[config.mk]
export PLATFORM = sky130hd
export DESIGN_NAME = wr_burst_sequencer
export DESIGN_NICKNAME = d
export VERILOG_FILES = /design/src/rtl/wr_burst_pkg.sv /design/src/rtl/wr_burst_fifo.sv /design/src/rtl/wr_burst_sequencer.sv
export SDC_FILE = /design/constraint.sdc
export NUM_CORES = 1
export LEC_CHECK = 0
export CAP_MARGIN = 20
export CORE_MARGIN = 2
export CORE_UTILIZATION = 46
export CTS_CLUSTER_SIZE = 28
export DETAILED_ROUTE_END_ITERATION = 12
export PLACE_DENSITY = 0.68
export SLEW_MARGIN = 25
export SYNTH_ARGS = -nofsm -noshare
export SYNTH_HDL_FRONTEND = slang
export SYNTH_HIERARCHICAL = 1
export SYNTH_SLANG_ARGS = --single-unit
[constraint.sdc]
create_clock -name i_clk -period 2.75 [get_ports i_clk]
set_input_delay 0.275 -clock i_clk [delete_from_list [all_inputs] [get_ports i_clk]]
set_output_delay 0.275 -clock i_clk [all_outputs]
set_load 0.005 [all_outputs]
[src/rtl/wr_burst_pkg.sv]
// ---------------------------------------------------------------------------
// wr_burst_pkg
// Shared definitions for the write-burst sequencer: the 2-bit state codes the
// downstream write-clock consumer decodes, and the FSM state type built on
// those same codes so the state register can drive o_wr_state directly.
// ---------------------------------------------------------------------------
package wr_burst_pkg;

  localparam logic [1:0] WR_CODE_IDLE  = 2'b00;
  localparam logic [1:0] WR_CODE_ARM   = 2'b01;
  localparam logic [1:0] WR_CODE_WRITE = 2'b10;
  localparam logic [1:0] WR_CODE_DONE  = 2'b11;  // consumer: end-of-burst

  typedef enum logic [1:0] {
    ST_IDLE  = WR_CODE_IDLE,
    ST_ARM   = WR_CODE_ARM,
    ST_WRITE = WR_CODE_WRITE,
    ST_DONE  = WR_CODE_DONE
  } wr_state_e;

endpackage

[src/rtl/wr_burst_fifo.sv]
// ---------------------------------------------------------------------------
// wr_burst_fifo
// Small synchronous FIFO with a combinational head-of-queue read.
// The caller gates push with (count != DEPTH) and only pops when non-empty,
// so no internal full/empty protection is applied.
// Ports:
//   i_clk    - clock, all logic on posedge
//   i_rst_n  - synchronous active-low reset (pointers and count only)
//   i_push   - write i_data at the tail
//   i_pop    - drop the head entry
//   i_data   - word to push
//   o_head   - current head entry
//   o_count  - occupancy, 0..DEPTH
// ---------------------------------------------------------------------------
module wr_burst_fifo #(
  parameter int DATA_W = 8,
  parameter int DEPTH  = 4
) (
  input  logic                     i_clk,
  input  logic                     i_rst_n,
  input  logic                     i_push,
  input  logic                     i_pop,
  input  logic [DATA_W-1:0]        i_data,
  output logic [DATA_W-1:0]        o_head,
  output logic [$clog2(DEPTH):0]   o_count
);

  localparam int AW = $clog2(DEPTH);

  logic [DATA_W-1:0] r_mem [DEPTH];
  logic [AW-1:0]     r_wr_ptr;
  logic [AW-1:0]     r_rd_ptr;
  logic [AW:0]       r_count;

  // Storage carries no reset; stale entries are never read because the
  // pointers and count are cleared.
  always_ff @(posedge i_clk) begin
    if (i_push) begin
      r_mem[r_wr_ptr] <= i_data;
    end
  end

  // Pointers wrap naturally because DEPTH is a power of two.
  always_ff @(posedge i_clk) begin
    if (!i_rst_n) begin
      r_wr_ptr <= '0;
      r_rd_ptr <= '0;
      r_count  <= '0;
    end else begin
      if (i_push) r_wr_ptr <= r_wr_ptr + 1'b1;
      if (i_pop)  r_rd_ptr <= r_rd_ptr + 1'b1;
      case ({i_push, i_pop})
        2'b10:   r_count <= r_count + 1'b1;
        2'b01:   r_count <= r_count - 1'b1;
        default: r_count <= r_count;
      endcase
    end
  end

  assign o_head  = r_mem[r_rd_ptr];
  assign o_count = r_count;

endmodule

[src/rtl/wr_burst_sequencer.sv]
// ---------------------------------------------------------------------------
// wr_burst_sequencer
// Buffers an input word stream and emits fixed-length write bursts toward the
// write-clock consumer. A burst starts only once BURST_LEN words are queued,
// so the FIFO can never underflow mid-burst. The final beat is presented with
// state code DONE (2'b11) together with o_wr_last.
// Optional feature macro: WR_BURST_PARITY_EN adds o_wr_par (even parity of
// o_wr_data, registered alongside it).
// Ports:
//   i_clk       - write clock
//   i_rst_n     - synchronous active-low reset
//   i_valid     - input word valid
//   o_ready     - FIFO not full
//   i_data      - input word
//   o_wr_en     - write beat valid (registered)
//   o_wr_data   - write beat data (registered)
//   o_wr_state  - FSM state code (registered)
//   o_wr_last   - final beat of burst (registered)
//   o_count     - FIFO occupancy
//   o_wr_par    - even parity of o_wr_data (WR_BURST_PARITY_EN only)
//   o_overflow  - sticky: a word arrived while full and was dropped
// ---------------------------------------------------------------------------
module wr_burst_sequencer
  import wr_burst_pkg::*;
#(
  parameter int DATA_W    = 8,
  parameter int DEPTH     = 4,
  parameter int BURST_LEN = 4
) (
  input  logic                     i_clk,
  input  logic                     i_rst_n,
  input  logic                     i_valid,
  output logic                     o_ready,
  input  logic [DATA_W-1:0]        i_data,
  output logic                     o_wr_en,
  output logic [DATA_W-1:0]        o_wr_data,
  output logic [1:0]               o_wr_state,
  output logic                     o_wr_last,
  output logic [$clog2(DEPTH):0]   o_count,
`ifdef WR_BURST_PARITY_EN
  output logic                     o_wr_par,
`endif
  output logic                     o_overflow
);

  localparam int                CNT_W  = $clog2(DEPTH) + 1;
  localparam int                BCNT_W = (BURST_LEN > 1) ? $clog2(BURST_LEN) : 1;
  localparam logic [CNT_W-1:0]  DEPTH_C = CNT_W'(DEPTH);
  localparam logic [CNT_W-1:0]  BL_C    = CNT_W'(BURST_LEN);
  localparam logic [BCNT_W-1:0] BL_M1   = BCNT_W'(BURST_LEN - 1);

  wr_state_e         r_state, w_state_nxt;
  logic [BCNT_W-1:0] r_beat, w_beat_nxt;
  logic              r_wr_en, w_wr_en_nxt;
  logic              r_wr_last, w_wr_last_nxt;
  logic [DATA_W-1:0] r_wr_data, w_wr_data_nxt;
  logic              r_overflow;

  logic              w_push;
  logic              w_pop;
  logic [DATA_W-1:0] w_head;
  logic [CNT_W-1:0]  w_count;

  assign o_ready = (w_count != DEPTH_C);
  assign w_push  = i_valid && o_ready;

  wr_burst_fifo #(
    .DATA_W (DATA_W),
    .DEPTH  (DEPTH)
  ) u_fifo (
    .i_clk   (i_clk),
    .i_rst_n (i_rst_n),
    .i_push  (w_push),
    .i_pop   (w_pop),
    .i_data  (i_data),
    .o_head  (w_head),
    .o_count (w_count)
  );

  // Next-state and next-output decode. Every beat-issuing edge pops the head
  // and loads it into the output register in the same cycle.
  always_comb begin
    w_state_nxt   = r_state;
    w_beat_nxt    = r_beat;
    w_wr_en_nxt   = r_wr_en;
    w_wr_last_nxt = r_wr_last;
    w_wr_data_nxt = r_wr_data;
    w_pop         = 1'b0;
    case (r_state)
      ST_IDLE: begin
        if (w_count >= BL_C) w_state_nxt = ST_ARM;
      end
      ST_ARM: begin
        w_pop         = 1'b1;
        w_wr_en_nxt   = 1'b1;
        w_wr_data_nxt = w_head;
        if (BURST_LEN == 1) begin
          w_state_nxt   = ST_DONE;
          w_wr_last_nxt = 1'b1;
        end else begin
          w_state_nxt = ST_WRITE;
          w_beat_nxt  = BCNT_W'(1);
        end
      end
      ST_WRITE: begin
        w_pop         = 1'b1;
        w_wr_en_nxt   = 1'b1;
        w_wr_data_nxt = w_head;
        if (r_beat == BL_M1) begin
          // Last beat is shown while the state code reads DONE.
          w_state_nxt   = ST_DONE;
          w_wr_last_nxt = 1'b1;
        end else begin
          w_beat_nxt = r_beat + 1'b1;
        end
      end
      ST_DONE: begin
        w_state_nxt   = ST_IDLE;
        w_beat_nxt    = '0;
        w_wr_en_nxt   = 1'b0;
        w_wr_last_nxt = 1'b0;
      end
      default: w_state_nxt = ST_IDLE;
    endcase
  end

  always_ff @(posedge i_clk) begin
    if (!i_rst_n) begin
      r_state    <= ST_IDLE;
      r_beat     <= '0;
      r_wr_en    <= 1'b0;
      r_wr_last  <= 1'b0;
      r_wr_data  <= '0;
      r_overflow <= 1'b0;
    end else begin
      r_state   <= w_state_nxt;
      r_beat    <= w_beat_nxt;
      r_wr_en   <= w_wr_en_nxt;
      r_wr_last <= w_wr_last_nxt;
      r_wr_data <= w_wr_data_nxt;
      if (i_valid && !o_ready) r_overflow <= 1'b1;
    end
  end

`ifdef WR_BURST_PARITY_EN
  logic r_wr_par;

  always_ff @(posedge i_clk) begin
    if (!i_rst_n) r_wr_par <= 1'b0;
    else          r_wr_par <= ^w_wr_data_nxt;
  end

  assign o_wr_par = r_wr_par;
`endif

  assign o_wr_en    = r_wr_en;
  assign o_wr_data  = r_wr_data;
  assign o_wr_state = r_state;
  assign o_wr_last  = r_wr_last;
  assign o_count    = w_count;
  assign o_overflow = r_overflow;

endmodule

==> summary.txt, run 1 <==
Run status
  • Status: complete, no violations

Yosys
  • Post-synth cell types: 30
  • EDFF count, synth: 32
  • Net count after synthesis: roughly 170
  • Yosys Warn Count: 6
  • Synth Area per Inst: ~15 sq um
  • Count of state elements after synthesis: 56
  • Synth Cell Area: approximately 2200 sq um
  • Post-synthesis sequential area ratio: ~64%
  • Post-Syn Instances: approximately 150
  • Ys async rst share: 0%
  • Dominant synthesized flop cell: edfxtp_1

Final layout
  • Share of cells above drive strength 1: between 9 and 10%
  • Nets@finish: roughly 210
  • Finished Core Util: 57.0%
  • Most frequent cells in the layout: edfxtp_1 (32), clkdlybuf4s50_1 (27), dfxtp_1 (24), nor2_1 (15)
  • Antenna cell count: 0
  • Commonest non-fill, non-tap cell in the layout: edfxtp_1
  • Layout area overhead: 19.9%

Worst hold path
  • Hold Path End: o_overflow
  • Hold path start: o_overflow
  • Hold path depth: 2
  • Hold Crit Class: reg -> reg

STA
  • Post-route setup slack: ~0.65 ns
  • Fmax: around 0.48 GHz
  • Sum Neg Setup Slack: 0 ns
  • Max-slew headroom: ~63%
  • Final period util: 76.3%
  • Final hold vios: 0
  • Slew Viols, Final: 0
  • Min Tclk post-route: 2.10 ns
  • RSZ-0062 raised after global routing: no
  • Setup-failing EPs final: 0
  • Measured slew at the worst slew-check pin: 0.560 ns
  • Worst clock skew: 0.00533 ns

GRT
  • Vias in the first global route: approximately 1300
  • First-pass GRT wire length: 6430 um
  • Busiest grt layer: met2
  • Largest net degree at the start of global routing: 17
  • Global-route met2 utilization: between 20% and 30%
  • GRT Total Usage: roughly 16%
  • Initial antenna violation count: 0
  • M1 GR Usage: between 20% and 30%
  • Grt ovf: 0
  • Grt met3 use: about 3.4%

Setup path
  • CP Class: reg -> reg
  • R2r endpoint: u_fifo/o_count[2]
  • Critical path fanouts, max: 4
  • CP Data Required Time: 2.99 ns
  • R2R depth: 7
  • Startpoint types: flip-flop
  • CP endpoint kind: flip-flop
  • Slack of the worst reg-to-reg path: 0.65 ns
  • WP data arrival: approximately 2.3 ns
  • RR Startpoint: o_wr_state[0]

Power
  • Share of total power in combinational logic: about 33%
  • Sw frac: 29.7%
  • Worst vdd ir: between 400 and 500 uV
  • Clock power share: 20.5%
  • Sequential Power Share: between 40% and 50%
  • Power Dens Cells: around 950 nW/um^2
  • P_leak: 0.973 nW
  • Int Power: 0.00180 W
  • Switching Power: around 0.00076 W

Routing
  • Post-Route WL: roughly 3900 um
  • Wire per inst: around 16 um
  • Routed vias: between 1000 and 1500
  • Number of DRC markers in iteration 0: 80
  • DRC viols: 0
  • First-pass detailed-route iteration total: 4
  • Antenna-violating nets left: 0
  • Via density: roughly 5.1

Die
  • Starting Density: about 48%
  • Die H: approximately 74 um
  • FP Rows: 25
  • Core area: between 4000 and 5000 sq um
  • Die width: ~74 um
  • I/O pin count: 28
  • Die ar.: 5460 sq um

Clock tree
  • Cts hold-fix bufs: 0
  • CTS tree: built
  • Worst-Skew Late Latency: 0.31 ns
  • Clock-pin slew on the worst setup and hold paths: around 0.090 ns
  • Clk buf depth: 2
  • Cts bufs inserted: 5
  • Post-CTS sizing: 0
  • Clock sink count: between 50 and 60
  • Post-CTS Setup Inserts: 0
  • CTS root buf: clkbuf_8
  • H-Tree Depth: 2

Place
  • Hpwl dp: ~2800 um
  • Setup slack at placement: around 0.48 ns
  • Routability Congestion: between 0.7 and 0.8
  • IO buf count: 27

Job
  • Max-cap violation count: 0
worst max path at each step:
stage                           start           endpoint  slack (ns)
floorplan           u_fifo/o_count[0]  u_fifo/o_count[2]        0.65
global placement              i_valid  u_fifo/o_count[2]        0.56
detailed placement            i_valid  u_fifo/o_count[2]        0.48
CTS                     o_wr_state[0]  u_fifo/o_count[2]        0.66
global route        u_fifo/o_count[0]  u_fifo/o_count[2]        0.53
finish                  o_wr_state[0]  u_fifo/o_count[2]        0.65
synth_stat cells, types with 2 or more instances:
library cell | instances | area, sq um
a21o_1 | 2 | 15.0
a21oi_1 | 5 | 25.0
and2_1 | 9 | 56.3
dfxtp_1 | 24 | 480
edfxtp_1 | 32 | 961
ha_1 | 10 | 125
inv_1 | 9 | 33.8
mux2i_1 | 10 | 100
mux4_2 | 8 | 180
nand2b_1 | 2 | 12.5
nand3_1 | 2 | 10.0
nor2_1 | 15 | 56.3
nor2b_1 | 3 | 18.8
o21ai_0 | 2 | 10.0
xnor2_1 | 3 | 26.3
xor2_1 | 2 | 17.5
per-stage QoR:
step / total power [W] / instances / cell area, sq um / hold WS [ns]
after global routing: 0.00272 / 252 / 2690 / 0.531
after CTS: 0.00258 / 252 / 2690 / 0.486
after global placement: 0.00201 / 244 / 2590 / 0.451
after floorplan: 0.00173 / 152 / 2250 / 0.374
final: 0.00256 / 252 / 2690 / 0.487
after detailed placement: 0.00206 / 244 / 2590 / 0.461
registers in the layout, summed over array words and instances, names as in the netlist, 2 cells and up, named ones only:
register / count
r_beat: 2
u_fifo/r_mem: 32
o_wr_data: 8
u_fifo/r_wr_ptr: 2
u_fifo/o_count: 3
o_wr_state: 2
u_fifo/r_rd_ptr: 2
power by group through the flow:
stage / registers (W) / clock network (W) / logic [W]
4_1_cts: 0.00119 / 0.000533 / 0.000856
3_3_place_gp: 0.00119 / 0 / 0.000818
2_1_floorplan: 0.00116 / 0 / 0.000568
5_1_grt: 0.00121 / 0.000564 / 0.000939
3_5_place_dp: 0.00121 / 0 / 0.000850
6_report: 0.00119 / 0.000525 / 0.000851
routing by layer:
metal | up-vias | wire length (um) | share of wire (%)
met5 | - | 0 | 0
met4 | 0 | 75 | 1.9
met3 | 7 | 88 | 2.3
met2 | 19 | 1990 | 51
met1 | 642 | 1750 | 45
li1 | 608 | - | -
logic make-up after synthesis:
family	share of synthesized area, %
compound gates	3.96
xor+xnor	1.95
fa+ha+maj	6.46
buf+inv	2.79
flops	64.2
mux	12.5
simple gates	8.19
final cells by class:
cell class / instances / area, sq um
Sequential cell: 56 / 1440
Clock inverter: 2 / 35.0
Timing Repair Buffer: 29 / 285
Inverter: 9 / 33.8
Multi-Input combinational cell: 83 / 742
Clock buffer: 6 / 72.6
Fill cell: 389 / 2030
Tap cell: 67 / 83.8
worst max-delay path: stages (launching register included):
cell      delay, ns
dfxtp_1        0.38
inv_1          0.10
ha_1           0.33
ha_1           0.23
fa_1           0.38
xnor2_1        0.15
or3_1          0.31
a21boi_1       0.14
(Power assumes the default switching activity.)
==> run 2: changes to the inputs <==
--- a/config.mk
+++ b/config.mk
@@ -10,7 +10,7 @@
 export CORE_UTILIZATION = 46
 export CTS_CLUSTER_SIZE = 28
 export DETAILED_ROUTE_END_ITERATION = 12
-export PLACE_DENSITY = 0.68
+export PLACE_DENSITY = 0.71
 export SLEW_MARGIN = 25
 export SYNTH_ARGS = -nofsm -noshare
 export SYNTH_HDL_FRONTEND = slang
==> constraint.sdc (replaced) <==
create_clock -name i_clk -period 1.9 [get_ports i_clk]
set_input_delay 0.19 -clock i_clk [delete_from_list [all_inputs] [get_ports i_clk]]
set_output_delay 0.19 -clock i_clk [all_outputs]
set_load 0.005 [all_outputs]
==> summary.txt, run 2 (synthesis gave the netlist of run 1 again) <==
Final layout
  • Antenna cell count: 0
  • Largest Register: u_fifo/r_mem
  • Most frequent cells in the layout: edfxtp_1 (32), clkdlybuf4s50_1 (27), dfxtp_1 (23), nor2_1 (15), buf_4 (12)
  • Layout area overhead: 23.6%
  • Nets@finish: 216
  • Commonest non-fill, non-tap cell in the layout: edfxtp_1
  • Final Cell Area: 2780 sq um
  • Number of flip-flops in the largest register: 32
  • FILL cells: between 300 and 400
  • Finished Core Util: 58.8%
  • Share of cells above drive strength 1: roughly 18%

STA
  • Worst clock skew: about 0.0057 ns
  • Slew Viols, Final: 0
  • Setup-failing EPs final: 0
  • Min Tclk post-route: approximately 1.9 ns
  • Final hold vios: 0
  • Worst hold slack: ~0.48 ns
  • RSZ-0062 raised after global routing: yes
  • Final period util: between 90 and 100%
  • Max-slew headroom: between 60% and 70%
  • Sum Neg Setup Slack: 0 ns
  • Measured slew at the worst slew-check pin: roughly 0.47 ns
  • Fmax: about 0.53 GHz

Clock tree
  • H-Tree Depth: 2
  • CTS tree: built
  • Clock-pin slew on the worst setup and hold paths: 0.09 ns
  • Cts bufs inserted: 5
  • Cts hold-fix bufs: 0
  • Clk buf depth: 2
  • Worst-Skew Late Latency: 0.30 ns
  • Clock sink count: 56
  • CTS root buf: clkbuf_8

Place
  • Placed Instance Area: around 2700 sq um
  • Hpwl dp: approximately 2800 um
  • IO buf count: 27
  • Routability Congestion: between 0.7 and 0.8

Die
  • I/O pin count: 28
  • Die width: 73.9 um
  • Die H: about 74 um
  • Core area: about 4700 sq um
  • Die ar.: around 5500 sq um
  • FP Rows: 25
  • Starting Density: between 40% and 50%

Worst hold path
  • Hold Crit Class: reg -> reg
  • Hold path start: o_wr_last

GRT
  • Largest net degree at the start of global routing: 18
  • Vias in the first global route: approximately 1300
  • Grt ovf: 0
  • GRT Total Usage: between 10% and 20%
  • First-pass GRT wire length: around 6000 um
  • Initial antenna violation count: 0

Routing
  • Wire per inst: ~14 um
  • Via density: 4.91
  • First-pass detailed-route iteration total: 3
  • Post-Route WL: roughly 3800 um
  • Number of DRC markers in iteration 0: 37
  • Antenna-violating nets left: 0
  • Routed vias: 1286
  • DRC viols: 0

Power
  • P_leak: 1.01 nW
  • Int Power: roughly 0.0026 W
  • Clock power share: between 15 and 20%
  • Sequential Power Share: 45.2%
  • Total power: approximately 0.0037 W
  • Power Dens Cells: approximately 1300 nW/um^2
  • Worst vdd ir: around 690 uV
  • Switching Power: approximately 0.0011 W
  • Sw frac: ~30%
  • Share of total power in combinational logic: between 30% and 40%

Setup path
  • CP Data Required Time: roughly 2.1 ns
  • CP endpoint kind: flip-flop
  • CP Class: reg -> reg
  • RR Startpoint: o_wr_state[1]
  • WP data arrival: around 2.1 ns
  • Startpoint types: flip-flop
  • Critical path fanouts, max: 3
  • CP startpoint: o_wr_state[1]

Run status
  • Status: complete, no violations

Job
  • Max-cap violation count: 0
[run 2: what timing repair did]
action                                  CTS  global route
setup buffers                             0             1
gates resized for setup                   1             0
cloned                                    0             0
pin swaps                                 1             0
endpoints found under the setup margin    1             1
[run 2: routing by layer]
metal	GRT usage, %	share of wire [%]	up-vias	wire length [um]
met5	0	0	-	0
met4	3.64	0.93	0	35
met3	4.12	2.6	5	98
met2	27.0	53	20	2020
met1	18.0	43	634	1630
li1	-	-	627	-
[run 2: worst max-delay path, cell delays in order, from the launching register on]
cell and delay [ns]:
dfxtp_1 0.33, inv_1 0.13, ha_4 0.22, ha_2 0.19, fa_2 0.33, xnor2_1 0.14, or3_1 0.31, a21boi_1 0.14
[run 2: stage by stage]
stage               cells  setup WS [ns]
floorplan             152        0.00525
global placement      253        -0.0784
detailed placement    253         -0.209
CTS                   261         0.0167
global route          262        -0.0416
finish                262         0.0291
[run 2: final cells by class]
class | count | area, sq um | share of cell area [%]
repair buffers | 39 | 360 | 13.0
inverters | 9 | 33.8 | 1.22
clock inverters | 2 | 16.3 | 0.586
well taps | 67 | 83.8 | 3.02
clock buffers | 6 | 72.6 | 2.61
flip-flops and latches | 56 | 1440 | 52.0
multi-input cells | 83 | 767 | 27.6
[run 2: final timing paths]
kind | depth (start not counted) | slack (ns) | end
worst max-delay path | 7 | 0.03 | u_fifo/o_count[2]
worst min-delay path | 2 | 0.48 | o_wr_last
worst max register to register | 7 | 0.03 | u_fifo/o_count[2]
worst min register to register | 2 | 0.48 | o_wr_last
[run 2: power groups by stage]
stage               logic [W]  registers, W  clock network, W
floorplan            0.000859       0.00169                 0
global route          0.00154       0.00170          0.000704
detailed placement    0.00140       0.00170                 0
finish                0.00140       0.00167          0.000628
CTS                   0.00141       0.00168          0.000651
global placement      0.00133       0.00168                 0
